**config.mk**
```make
export PLATFORM = sky130hd
export DESIGN_NAME = ram_stream_engine
export DESIGN_NICKNAME = d
export VERILOG_FILES = /design/src/rtl/ram_stream_engine_pkg.sv /design/src/rtl/ram_stream_engine_fifo2.sv /design/src/rtl/ram_stream_engine.sv
export SDC_FILE = /design/constraint.sdc
export NUM_CORES = 1
export LEC_CHECK = 0
export ABC_CLOCK_PERIOD_IN_PS = 2200
export CORE_MARGIN = 4
export CORE_UTILIZATION = 45
export CTS_BUF_LIST = sky130_fd_sc_hd__clkbuf_4
export DETAILED_ROUTE_END_ITERATION = 6
export PLACE_DENSITY = 0.75
export SYNTH_ARGS = -nofsm -noshare
export SYNTH_HDL_FRONTEND = slang
export SYNTH_SLANG_ARGS = --single-unit
```
**constraint.sdc**
```tcl
create_clock -name clk -period 2.2 [get_ports clk]
set_clock_uncertainty 0.05 [all_clocks]
set_input_delay 0.22 -clock clk [delete_from_list [all_inputs] [get_ports clk]]
set_output_delay 0.22 -clock clk [all_outputs]
set_load 0.005 [all_outputs]
```
**src/rtl/ram_stream_engine_pkg.sv**
```systemverilog
// Shared opcode and state encodings for the RAM stream engine.
package ram_stream_engine_pkg;

    localparam logic OP_READ = 1'b0;
    localparam logic OP_FILL = 1'b1;

    typedef enum logic [1:0] {
        IDLE = 2'd0,
        FILL = 2'd1,
        READ = 2'd2,
        DONE = 2'd3
    } state_t;

endpackage

```
**src/rtl/ram_stream_engine_fifo2.sv**
```systemverilog
// Two-entry valid/ready output buffer; the caller only pushes when a slot is free
// (or a pop happens in the same cycle).
module stream_fifo2 #(
    parameter int WIDTH = 8
) (
    input  logic             clk,
    input  logic             rst,
    input  logic             push,
    input  logic [WIDTH-1:0] push_data,
    output logic             out_valid,
    output logic [WIDTH-1:0] out_data,
    input  logic             out_ready,
    output logic [1:0]       count
);

    logic [WIDTH-1:0] head_q;
    logic [WIDTH-1:0] tail_q;
    logic [1:0]       cnt_q;
    logic             pop;

    assign pop       = out_valid && out_ready;
    assign out_valid = (cnt_q != 2'd0);
    assign out_data  = head_q;
    assign count     = cnt_q;

    always_ff @(posedge clk) begin
        if (rst) begin
            cnt_q <= 2'd0;
        end else if (push && !pop) begin
            cnt_q <= cnt_q + 2'd1;
        end else if (!push && pop) begin
            cnt_q <= cnt_q - 2'd1;
        end
    end

    // Word storage carries no reset; occupancy alone defines validity.
    always_ff @(posedge clk) begin
        if (push && !pop) begin
            if (cnt_q == 2'd0) begin
                head_q <= push_data;
            end else begin
                tail_q <= push_data;
            end
        end else if (!push && pop) begin
            head_q <= tail_q;
        end else if (push && pop) begin
            if (cnt_q == 2'd1) begin
                head_q <= push_data;
            end else begin
                head_q <= tail_q;
                tail_q <= push_data;
            end
        end
    end

endmodule

```
**src/rtl/ram_stream_engine.sv**
```systemverilog
// Command-driven READ/FILL controller for one single-port RAM with 1-cycle read latency.
module ram_stream_engine
    import ram_stream_engine_pkg::*;
#(
    parameter  int WIDTH   = 8,
    parameter  int ENTRIES = 256,
    localparam int AW      = $clog2(ENTRIES)
) (
    input  logic             clk,
    input  logic             rst,
    input  logic             cmdValid,
    output logic             cmdReady,
    input  logic             cmdOp,
    input  logic [AW-1:0]    cmdAddress,
    input  logic [AW:0]      cmdLength,
    input  logic [WIDTH-1:0] fillData,
    output logic [WIDTH-1:0] outData,
    output logic             outValid,
    input  logic             outReady,
    output logic             busy,
    output logic             done,
    output logic [AW-1:0]    ramAddress,
    output logic [WIDTH-1:0] ramWriteData,
    output logic             ramWriteEnable,
    input  logic [WIDTH-1:0] ramReadData
);

    localparam logic [AW:0] ENTRIES_L = (AW+1)'(ENTRIES);

    state_t           state_q;
    state_t           state_d;
    logic [AW-1:0]    addr_q;
    logic [AW-1:0]    addr_next;
    logic [AW-1:0]    base_addr;
    logic [AW:0]      remain_q;
    logic [AW:0]      len_clamp;
    logic [WIDTH-1:0] fill_q;
    logic             rd_vld_p1;
    logic [1:0]       fifo_cnt;
    logic [2:0]       occ;
    logic             accept;
    logic             pop;
    logic             issue;
    logic             write;
    logic             drained;

    assign accept    = cmdValid && (state_q == IDLE);
    assign len_clamp = (cmdLength > ENTRIES_L) ? ENTRIES_L : cmdLength;
    assign base_addr = ({1'b0, cmdAddress} >= ENTRIES_L) ? AW'({1'b0, cmdAddress} - ENTRIES_L)
                                                         : cmdAddress;
    assign addr_next = (addr_q == AW'(ENTRIES - 1)) ? '0 : addr_q + AW'(1);

    // Words buffered plus the read returning this cycle, minus any pop, must leave a free slot.
    assign pop     = outValid && outReady;
    assign occ     = {1'b0, fifo_cnt} + {2'b00, rd_vld_p1};
    assign issue   = (state_q == READ) && (remain_q != '0) && (occ < (3'd2 + {2'b00, pop}));
    assign write   = (state_q == FILL);
    assign drained = (remain_q == '0) && !rd_vld_p1 &&
                     ((fifo_cnt == 2'd0) || ((fifo_cnt == 2'd1) && pop));

    always_ff @(posedge clk) begin
        if (rst) begin
            state_q <= IDLE;
        end else begin
            state_q <= state_d;
        end
    end

    always_comb begin
        state_d = state_q;
        case (state_q)
            IDLE: begin
                if (accept) begin
                    if (len_clamp == '0) begin
                        state_d = DONE;
                    end else if (cmdOp == OP_FILL) begin
                        state_d = FILL;
                    end else begin
                        state_d = READ;
                    end
                end
            end
            FILL:    if (remain_q == (AW+1)'(1)) state_d = DONE;
            READ:    if (drained) state_d = DONE;
            DONE:    state_d = IDLE;
            default: state_d = IDLE;
        endcase
    end

    always_comb begin
        cmdReady       = (state_q == IDLE);
        busy           = (state_q == FILL) || (state_q == READ);
        done           = (state_q == DONE);
        ramWriteEnable = write && !rst;
        ramAddress     = addr_q;
        ramWriteData   = fill_q;
    end

    // p0 -> p1: address issued this cycle, RAM data returns next cycle
    always_ff @(posedge clk) begin
        if (rst) begin
            addr_q    <= '0;
            remain_q  <= '0;
            fill_q    <= '0;
            rd_vld_p1 <= 1'b0;
        end else begin
            rd_vld_p1 <= issue;
            if (accept) begin
                addr_q   <= base_addr;
                remain_q <= len_clamp;
                fill_q   <= fillData;
            end else if (write || issue) begin
                addr_q   <= addr_next;
                remain_q <= remain_q - (AW+1)'(1);
            end
        end
    end

    // p1 -> p2: returned word enters the output buffer
    stream_fifo2 #(
        .WIDTH(WIDTH)
    ) u_fifo (
        .clk      (clk),
        .rst      (rst),
        .push     (rd_vld_p1),
        .push_data(ramReadData),
        .out_valid(outValid),
        .out_data (outData),
        .out_ready(outReady),
        .count    (fifo_cnt)
    );

endmodule

```
==> results of run 1 <==
[logic make-up after synthesis]
| logic type | share of synthesized area [%] |
|---|---|
| simple gates | 19.8 |
| compound gates | 14.3 |
| flops | 44.7 |
| buf+inv | 4.35 |
| fa+ha+maj | 8.28 |
| mux | 4.97 |
| xor+xnor | 3.62 |
[power groups by stage]
stage / Sequential, mW / Clock [mW] / Combinational [mW]
after floorplan: 1.34 / 0 / 1.31
after global placement: 1.36 / 0 / 2.21
after detailed placement: 1.36 / 0 / 2.24
after CTS: 1.35 / 0.416 / 2.27
after global routing: 1.40 / 0.451 / 2.65
final: 1.37 / 0.401 / 2.41
[worst paths after layout]
kind         slack (ps)              end  cells after the start             from
max                  80      remain_q[7]                      6      remain_q[0]
min                 340  ramWriteData[2]                      3      fillData[2]
max reg2reg          80      remain_q[7]                      6      remain_q[0]
min reg2reg         420  ramWriteData[5]                      2  ramWriteData[5]
[per-layer routing]
| metal | vias to the layer above | global-route usage (%) |
|---|---|---|
| met5 | - | 0 |
| met1 | 1001 | 23.9 |
| met2 | 68 | 28.4 |
| li1 | 1087 | - |
| met3 | 4 | 2.88 |
| met4 | 0 | 4.05 |
[stage by stage]
step / cells / hold slack (ps) / setup slack (ps) / TNS [ps] / cell area (µm²)
detailed placement: 398 / 400 / -71.4 / -92.6 / 3280
global placement: 398 / 391 / 2.07 / 0 / 3280
floorplan: 251 / 269 / 4.26 / 0 / 2420
global route: 408 / 326 / -31.5 / -93.0 / 3400
finish: 408 / 339 / 80.8 / 0 / 3400
CTS: 406 / 328 / 13.1 / 0 / 3350
[worst register-to-register path, stage by stage, from the launching register on]
cell and delay (ps):
dfxtp_2 360, buf_4 140, or4_1 560, or4_1 440
nor3_2 140, xor2_1 110, a22o_1 230
[synthesized netlist by cell type (2+ instances only)]
master    count  share of area (%)
a22o_1        6                2.2
mux2_2        8                3.7
nor2_1       22                3.4
edfxtp_1     16                 20
a311oi_1      4                1.4
inv_1        18                2.8
dfxtp_1      30                 25
mux2i_1       3                1.2
xnor2_1       4                1.4
nand2b_1      3               0.78
nand3_1       4               0.83
a211oi_1      4                1.2
nand4_1       3               0.78
o22ai_1       3               0.78
xor2_1        6                2.2
or3_1         4                1.0
a311o_1       2               0.83
nand2_1      28                4.3
and2_1        2               0.52
nor3_1        7                1.4
nor4_4        2                1.8
or4_1         4                1.2
nor4_1        3               0.78
a21oi_1      19                3.9
nor3b_1       3               0.93
o21ai_0       3               0.62
ha_1         16                8.3
a22oi_1       6                1.9
clkbuf_1      6               0.93
[flip-flops by register name (all words and copies together) (netlist names)]
| name | flops |
|---|---|
| state_q | 2 |
| ramWriteData | 8 |
| u_fifo.count | 2 |
| u_fifo.tail_q | 8 |
| rd_vld_p1 | 1 |
| remain_q | 9 |
| u_fifo.out_data | 8 |
| ramAddress | 8 |
[timing repair]
| action | CTS | global route |
|---|---|---|
| endpoints found under the setup margin | 4 | 20 |
| resized for setup | 3 | 12 |
| pin swaps | 0 | 3 |
| buffers inserted | 0 | 2 |
[final cells by class]
class	instances	area share, %
clock buffer	5	1.10
clock inverter	3	0.625
inverter	18	1.99
multi-input combinational	179	37.3
sequential	46	32.0
tap	70	2.58
timing repair buffer	87	24.4
==> impl_results.md, run 1 <==
- Met1 WL: about 2.7 mm
- Worst EP required: about 2400 ps
- Final core occ: about two thirds
- Average wire per standard cell: between 10 and 15 µm
- Vias in the first global route: ~2.0k
- Iteration-0 DRC Markers: ~120
- Synth cell types: 41
- RSZ-0062 raised after global routing: yes
- Synth Area per Inst: between 9 and 10 µm²
- Fillers: between 400 and 500
- Global-route wire length before repair: between 9 and 10 mm
- Slew margin rel.: a little over three fifths
- Final min period: approximately 2100 ps
- Avg Vias per Cell: 5.29
- CTS Sinks: between 40 and 50
- Number of CTS-inserted buffers: 5
- Area of the die: between 6000 and 7000 µm²
- Reg clk slew, reported paths: around 140 ps
- Cell Area, Synth: between 2000 and 2500 µm²
- MaxCap Viol Count: 0
- Int Pwr: 2.56 mW
- Final setup viols: 0
- Arrival @ worst endpoint: approximately 2300 ps
- Antenna Nets Post-Route: 0
- Die Y-Extent: a little over 80 µm
- VDD IR-drop max: around 0.77 mV
- P&R area growth vs syn: 40.6%
- Slowest stage cell on the critical path: or4_1
- Yosys warnings: 0
- Register area: roughly 1100 µm²
- Final Hold Viols: 0
- Worst-Skew Late Latency: between 300 and 400 ps
- Worst-path cell chain: buf_4 > or4_1 > or4_1 > nor3_2 > xor2_1 > a22o_1
- 1st-pass router iterations: 4
- Family with the most delay on the worst path: simple AND/OR/NAND/NOR gates
- Boundary Pins: 67
- Type of the worst min-delay path: input pin to register
- CTS Buffer Depth: 2
- Max FO, Critical Path: 3
- Clock power frac: 9.6%
- WL met3: just under 300 µm
- Sequential fraction of design power: between 30% and 40%
- Slew Viols, Final: 0
- CP most frequent cell: or4_1
- Hold buffers post-CTS: 0
- Multi-input gate area: 1270 µm²
- Sequential share of the synthesized area: ~45%
- Vias: roughly 2.2k
- DRC Markers: 0
- Worst Max-Slew Pin Slew: ~560 ps
- Commonest non-fill, non-tap cells in the layout: 66 x clkdlybuf4s50_1, 28 x nand2_1, 26 x dfxtp_1
- Initial antenna violation count: 0
- Final nets: ~390
- Combinational fraction of design power: 57.7%
- Die X: slightly above 80 µm
- Commonest non-fill, non-tap cell in the layout: clkdlybuf4s50_1
- Crit path kind: register to register
- Rows: 26
- Period utilization: around 96%
- Core area: ~5200 µm²
- Htree depth: 2
- Routed wl met2: ~2.7 mm
- Pin count of the biggest net entering global routing: 33
- Post-synth net total: 305
- Leak: 1.31 nW
- GRT Residual Overflow: 0
- CP endpoint kind: register
- Synth Register Bits: 46
- TritonCTS clock tree: yes
- GRT Total Usage: about 17%
- RePlAce Congestion: between 0.8 and 0.9
- Top layer in use: met4
- Final WL: about 5.7 mm
- Fmax: roughly 470 MHz
- Sw frac: 38.8%
- Crit start category: register
- Starting Density: a little under half
- Port Buffers: between 60 and 70
- DPL Wire Length: 4.30 mm
- Max stage delay on crit path: roughly 560 ps
- Clk root buf: clkbuf_4
- Layout cells sized above 1: 15.7%
- ANT cells: 0
- Outcome: complete, no violations
- Design Power: between 4 and 5 mW
- Post-synth EDFFs: 16
- Power density cells: around 1200 nW/µm²
- P_sw: between 1.5 and 2 mW
- Primary FF master, synth: dfxtp_1
- Buf+Inv Stages, Crit Path: 1
- Mapped Cells: 251
- Async S/R FF share, synth: 0%
(Power assumes the default switching activity.)
==> inputs of run 2 (changes only) <==
--- a/config.mk
+++ b/config.mk
@@ -10,6 +10,7 @@
 export CORE_UTILIZATION = 45
 export CTS_BUF_LIST = sky130_fd_sc_hd__clkbuf_4
 export DETAILED_ROUTE_END_ITERATION = 6
+export MAX_ROUTING_LAYER = met4
 export PLACE_DENSITY = 0.75
 export SYNTH_ARGS = -nofsm -noshare
 export SYNTH_HDL_FRONTEND = slang
==> impl_results.md, run 2 (same netlist as run 1, synthesis figures left out) <==
- Outcome: complete, no violations (unchanged)
- Avg Vias per Cell: 5.28 (was 5.29)
- Iteration-0 DRC Markers: 129 (was 117)
- Worst-path cell chain: inv_1 > ha_1 > or3b_1 > a21oi_2 > a22oi_1 > or4_1 > nand3_1 (was buf_4 > or4_1 > or4_1 > nor3_2 > xor2_1 > a22o_1)
- Arrival @ worst endpoint: 2370 ps (was 2340 ps)
- MaxCap Viol Count: 0 (unchanged)
- VDD IR-drop max: 0.775 mV (was 0.773 mV)
- GRT Residual Overflow: 0 (unchanged)
- Top reg by flops: remain_q (unchanged)
- Worst Max-Slew Pin Slew: 560 ps (about the same)
- Worst-Skew Late Latency: 360 ps (about the same)
- Period utilization: 96.5% (was 96.3%)
- ANT cells: 0 (unchanged)
- Final nets: 391 (unchanged)
- Reg clk slew, reported paths: 140 ps (about the same)
- P&R area growth vs syn: 40.6% (unchanged)
- Slowest stage cell on the critical path: or4_1 (unchanged)
- Port Buffers: 66 (unchanged)
- Antenna Nets Post-Route: 0 (unchanged)
- Hold_ws: 337 ps (was 339 ps)
- Final Non-Filler Cells: 408 (unchanged)
- Leak: 1.31 nW (unchanged)
- Setup total negative slack: 0 ps (unchanged)
- Reg2Reg Setup Slack: 80 ps (about the same)
- Final Hold Viols: 0 (unchanged)
- Worst EP required: 2450 ps (was 2420 ps)
- Global-route wire length before repair: 9.09 mm (was 9.07 mm)
- Max FFs per register: 9 (unchanged)
- Sequential fraction of design power: 32.7% (about the same)
- Clock power frac: 9.6% (about the same)
- Type of the worst min-delay path: input pin to register (unchanged)
- Final min period: 2120 ps (about the same)
- Boundary Pins: 67 (unchanged)
- 1st-pass router iterations: 4 (unchanged)
- Hold buffers post-CTS: 0 (unchanged)
- Pin count of the biggest net entering global routing: 33 (unchanged)
- Hold depth: 3 (unchanged)
- Final WL: 5.79 mm (was 5.75 mm)
- Commonest non-fill, non-tap cell in the layout: clkdlybuf4s50_1 (unchanged)
- Number of CTS-inserted buffers: 5 (unchanged)
- Slew margin rel.: 62.4% (about the same)
- Final core occ: 65.7% (unchanged)
- Core area: 5170 µm² (unchanged)
- Hold path startpoint: fillData[2] (unchanged)
- RePlAce Congestion: 0.835 (was 0.822)
- CTS Sinks: 46 (unchanged)
- Htree depth: 2 (unchanged)
- CTS Buffer Depth: 2 (unchanged)
- Crit start category: register (unchanged)
- Hold Path Sink: ramWriteData[2] (unchanged)
- R2R Path End: remain_q[6] (was remain_q[7])
- Crit path kind: register to register (unchanged)
- DRC Markers: 0 (unchanged)
- Area of the die: 6610 µm² (unchanged)
- CP endpoint kind: register (unchanged)
- Starting Density: 46.8% (unchanged)
- DPL Wire Length: 4.30 mm (unchanged)
- Commonest non-fill, non-tap cells in the layout: 66 x clkdlybuf4s50_1, 28 x nand2_1, 26 x dfxtp_1 (unchanged)
- P_sw: 1.62 mW (about the same)
- Cells after DPL: 398 (unchanged)
- Slew Viols, Final: 0 (unchanged)
- Layout cells sized above 1: 15.7% (unchanged)
- Combinational fraction of design power: 57.7% (about the same)
- Die Y-Extent: 81.3 µm (unchanged)
- Final setup viols: 0 (unchanged)
- Int Pwr: 2.56 mW (about the same)
- TritonCTS clock tree: yes (unchanged)
- Clk root buf: clkbuf_4 (unchanged)
- Vias: 2154 (was 2160)
- Reg2reg start: u_fifo.count[0] (was remain_q[0])
- Rows: 26 (unchanged)
- Max stage delay on crit path: 470 ps (was 560 ps)
- GRT Total Usage: 17.9% (was 17.4%)
- Die X: 81.3 µm (unchanged)
- Power density cells: 1230 nW/µm² (about the same)
- Max FO, Critical Path: 4 (was 3)
- Average wire per standard cell: 14.2 µm (was 14.1 µm)
- RSZ-0062 raised after global routing: yes (unchanged)
- Sw frac: 38.8% (about the same)
- Initial antenna violation count: 0 (unchanged)
- Vias in the first global route: 2016 (was 2022)
- Reg2reg path depth: 7 (was 6)
- Fmax: 471 MHz (was 472 MHz)
## run 2: cell counts in the layout (fill, tap and decap cells not counted)
No cell type changed its count.
## run 2: power by group through the flow
| stage | registers (mW) | clock network (mW) | logic (mW) |
|---|---|---|---|
| 6_report | 1.37 | 0.403 | 2.42 |
| 5_1_grt | 1.40 | 0.453 | 2.65 |
| 4_1_cts | 1.35 | 0.416 | 2.27 |
| 3_5_place_dp | 1.36 | 0 | 2.24 |
| 3_3_place_gp | 1.36 | 0 | 2.21 |
| 2_1_floorplan | 1.34 | 0 | 1.31 |
## run 2: worst max path at each step
stage / startpoint / endpoint / slack [ps] / depth (start not counted)
global placement: outReady / ramAddress[2] / 2 / 6
finish: u_fifo.count[0] / remain_q[6] / 80 / 7
CTS: u_fifo.count[0] / u_fifo.out_data[7] / 10 / 10
global route: u_fifo.count[1] / ramAddress[2] / -30 / 7
floorplan: u_fifo.count[0] / u_fifo.out_data[0] / 4 / 9
detailed placement: outReady / ramAddress[2] / -70 / 6
## run 2: what timing repair did
action | CTS | global route
setup buffers | 0 | 2
setup endpoints to repair | 4 | 19
gates resized for setup | 3 | 12
pin swaps | 0 | 3
endpoints found under the hold margin | 0 | 0
## run 2: critical path: cells and delay by family (launching register included)
kind / cells / cell delay [ps]
AOI/OAI and AO/OA: 2 / 370
adders and majority gates: 1 / 220
buffers and inverters: 1 / 40
DFF: 1 / 390
and+or+nand+nor: 3 / 990
## run 2: layout make-up
type / instances / area (µm²)
Timing Repair Buffer: 87 / 831
Tap cell: 70 / 87.6
Multi-Input combinational cell: 179 / 1270
Clock inverter: 3 / 21.3
Fill cell: 436 / 1770
Clock buffer: 5 / 37.5
Inverter: 18 / 67.6
Sequential cell: 46 / 1090
## run 2: metrics by stage
step / power, mW / instance area [µm²] / worst slack [ps]
floorplan: 2.64 / 2420 / 4.26
global placement: 3.57 / 3280 / 2.07
detailed placement: 3.61 / 3280 / -71.4
CTS: 4.04 / 3350 / 13.1
global route: 4.50 / 3400 / -32.8
finish: 4.19 / 3400 / 77.6
## run 2: routing by layer
metal	up-vias	track usage [%]	routed length, µm
met3	4	2.77	308
met5	-	-	0
met1	996	24.1	2680
li1	1088	-	-
met4	0	4.05	49
met2	66	28.3	2750
==> inputs of run 3 (changes only) <==
--- a/config.mk
+++ b/config.mk
@@ -7,11 +7,13 @@
 export LEC_CHECK = 0
 export ABC_CLOCK_PERIOD_IN_PS = 2200
 export CORE_MARGIN = 4
-export CORE_UTILIZATION = 45
+export CORE_UTILIZATION = 59
 export CTS_BUF_LIST = sky130_fd_sc_hd__clkbuf_4
 export DETAILED_ROUTE_END_ITERATION = 6
+export DONT_BUFFER_PORTS = 1
 export MAX_ROUTING_LAYER = met4
-export PLACE_DENSITY = 0.75
+export PLACE_DENSITY = 0.74
+export SLEW_MARGIN = 10
 export SYNTH_ARGS = -nofsm -noshare
 export SYNTH_HDL_FRONTEND = slang
 export SYNTH_SLANG_ARGS = --single-unit
==> impl_results.md, run 3 (same netlist as run 1, synthesis figures left out) <==
- Outcome: complete, no violations (unchanged)
- Clock power frac: 11.1% (was 9.6%)
- Int Pwr: 2.21 mW (was 2.56 mW)
- Sequential fraction of design power: 36.8% (was 32.7%)
- Placed Area: 2560 µm² (was 3280 µm²)
- Global-route wire length before repair: 9.22 mm (was 9.09 mm)
- Die Y-Extent: 72.0 µm (was 81.3 µm)
- Boundary Pins: 67 (unchanged)
- Period utilization: 98.2% (was 96.5%)
- Commonest non-fill, non-tap cells in the layout: 29 x dlygate4sd3_1, 27 x nand2_1, 26 x dfxtp_1 (was 66 x clkdlybuf4s50_1, 28 x nand2_1, 26 x dfxtp_1)
- RePlAce Congestion: 0.829 (was 0.835)
- Final Hold Viols: 0 (unchanged)
- Commonest non-fill, non-tap cell in the layout: dlygate4sd3_1 (was clkdlybuf4s50_1)
- DRC Markers: 0 (unchanged)
- Post-route cell area: 2970 µm² (was 3400 µm²)
- Starting Density: 60.9% (was 46.8%)
- Worst Max-Slew Pin Slew: 945 ps (was 560 ps)
- Type of the worst min-delay path: input pin to register (unchanged)
- P&R area growth vs syn: 22.7% (was 40.6%)
- Crit path kind: register to register (unchanged)
- VDD IR-drop max: 0.738 mV (was 0.775 mV)
- CP endpoint kind: register (unchanged)
- Power density cells: 1280 nW/µm² (was 1230 nW/µm²)
- Crit start category: register (unchanged)
- Final WL: 5.84 mm (was 5.79 mm)
- 1st-pass router iterations: 4 (unchanged)
- TritonCTS clock tree: yes (unchanged)
- Met1 GRT Util: 29.0% (was 24.1%)
- Max FO, Critical Path: 6 (was 4)
- Average wire per standard cell: 16.9 µm (was 14.2 µm)
- Global-route layer with the greatest usage: met2 (unchanged)
- GRT Total Usage: 23.4% (was 17.9%)
- Vias in the first global route: 1990 (was 2016)
- Die X: 72.0 µm (was 81.3 µm)
- Pin count of the biggest net entering global routing: 26 (was 33)
- P_sw: 1.58 mW (was 1.62 mW)
- Antenna Nets Post-Route: 0 (unchanged)
- Arrival @ worst endpoint: 2380 ps (was 2370 ps)
- CTS Buffer Depth: 2 (unchanged)
- MaxCap Viol Count: 0 (unchanged)
- Top reg by flops: remain_q (unchanged)
- Area of the die: 5190 µm² (was 6610 µm²)
- Slew margin rel.: 36.8% (was 62.4%)
- Worst EP required: 2420 ps (was 2450 ps)
- Htree depth: 2 (unchanged)
- GRT Residual Overflow: 0 (unchanged)
- Avg Vias per Cell: 5.88 (was 5.28)
- Final core occ: 74.7% (was 65.7%)
- Reg clk slew, reported paths: 140 ps (about the same)
- Max FFs per register: 9 (unchanged)
- Initial antenna violation count: 0 (unchanged)
- Layout cells sized above 1: 17.9% (was 15.7%)
- Final nets: 349 (was 391)
- Port Buffers: 0 (was 66)
- CTS Sinks: 46 (unchanged)
- Final setup viols: 0 (unchanged)
- Number of CTS-inserted buffers: 5 (unchanged)
- Core area: 3970 µm² (was 5170 µm²)
- Sw frac: 41.7% (was 38.8%)
- RSZ-0062 raised after global routing: yes (unchanged)
- Combinational fraction of design power: 52.1% (was 57.7%)
- M2 GR Usage: 37.3% (was 28.3%)
- Fmax: 463 MHz (was 471 MHz)
- Slew Viols, Final: 0 (unchanged)
- Hold_ws: 17.2 ps (was 337 ps)
- ANT cells: 0 (unchanged)
- Clk root buf: clkbuf_4 (unchanged)
- Rows: 23 (was 26)
- Worst-Skew Late Latency: 360 ps (about the same)
- Reg2reg path depth: 7 (unchanged)
- Hold depth: 2 (was 3)
- Met3 usage: 4.57% (was 2.77%)
- Vias: 2034 (was 2154)
- DPL Wire Length: 4.05 mm (was 4.30 mm)
- Final min period: 2160 ps (was 2120 ps)
- Iteration-0 DRC Markers: 132 (was 129)
- Leak: 1.16 nW (was 1.31 nW)
[run 3: repair_timing]
action,4_1_cts,5_1_grt
resized for setup,2,17
hold endpoints to repair,36,1
setup buffers,0,1
pin swaps,0,2
endpoints found under the setup margin,3,26
hold buffers,28,1
[run 3: critical path, cell delays in order, from the launching register on]
cell     delay [ps]
dfxtp_4         390
inv_1            40
ha_1            220
or3b_4          430
a22o_1          290
nor3_1          300
xor2_1          110
a22o_1          240
[run 3: final timing paths]
kind	end	slack (ps)	start
worst max-delay path	remain_q[7]	40	u_fifo.count[0]
worst min-delay path	remain_q[4]	20	cmdLength[4]
worst max register to register	remain_q[7]	40	u_fifo.count[0]
worst min register to register	ramWriteData[6]	440	ramWriteData[6]
[run 3: layout make-up]
class | instances | area [µm²]
Multi-Input combinational cell | 179 | 1280
Tap cell | 50 | 62.6
Timing Repair Buffer | 45 | 410
Sequential cell | 46 | 1090
Inverter | 18 | 67.6
Fill cell | 286 | 1000
Clock inverter | 3 | 22.5
Clock buffer | 5 | 37.5
[run 3: metal layers]
metal | vias up | wire length [µm] | share of wire, %
met3 | 17 | 424 | 7.3
met5 | - | 0 | 0
li1 | 995 | - | -
met1 | 946 | 2400 | 41
met2 | 76 | 2860 | 49
met4 | 0 | 144 | 2.5
[run 3: stage by stage]
stage / setup TNS [ps] / instances / power [mW] / worst slack [ps]
4_1_cts: 0 / 344 / 3.67 / 33.0
2_1_floorplan: 0 / 251 / 2.64 / 4.26
3_3_place_gp: 0 / 308 / 3.14 / 88.6
3_5_place_dp: -17.9 / 308 / 3.18 / -17.9
5_1_grt: -161 / 346 / 4.05 / -56.7
6_report: 0 / 346 / 3.79 / 38.7
[run 3: power by group through the flow]
stage               Combinational, mW  Sequential (mW)  Clock, mW
finish                           1.97             1.40      0.421
CTS                              1.84             1.39      0.439
global placement                 1.75             1.39          0
floorplan                        1.31             1.34          0
global route                     2.16             1.43      0.463
detailed placement               1.78             1.41          0
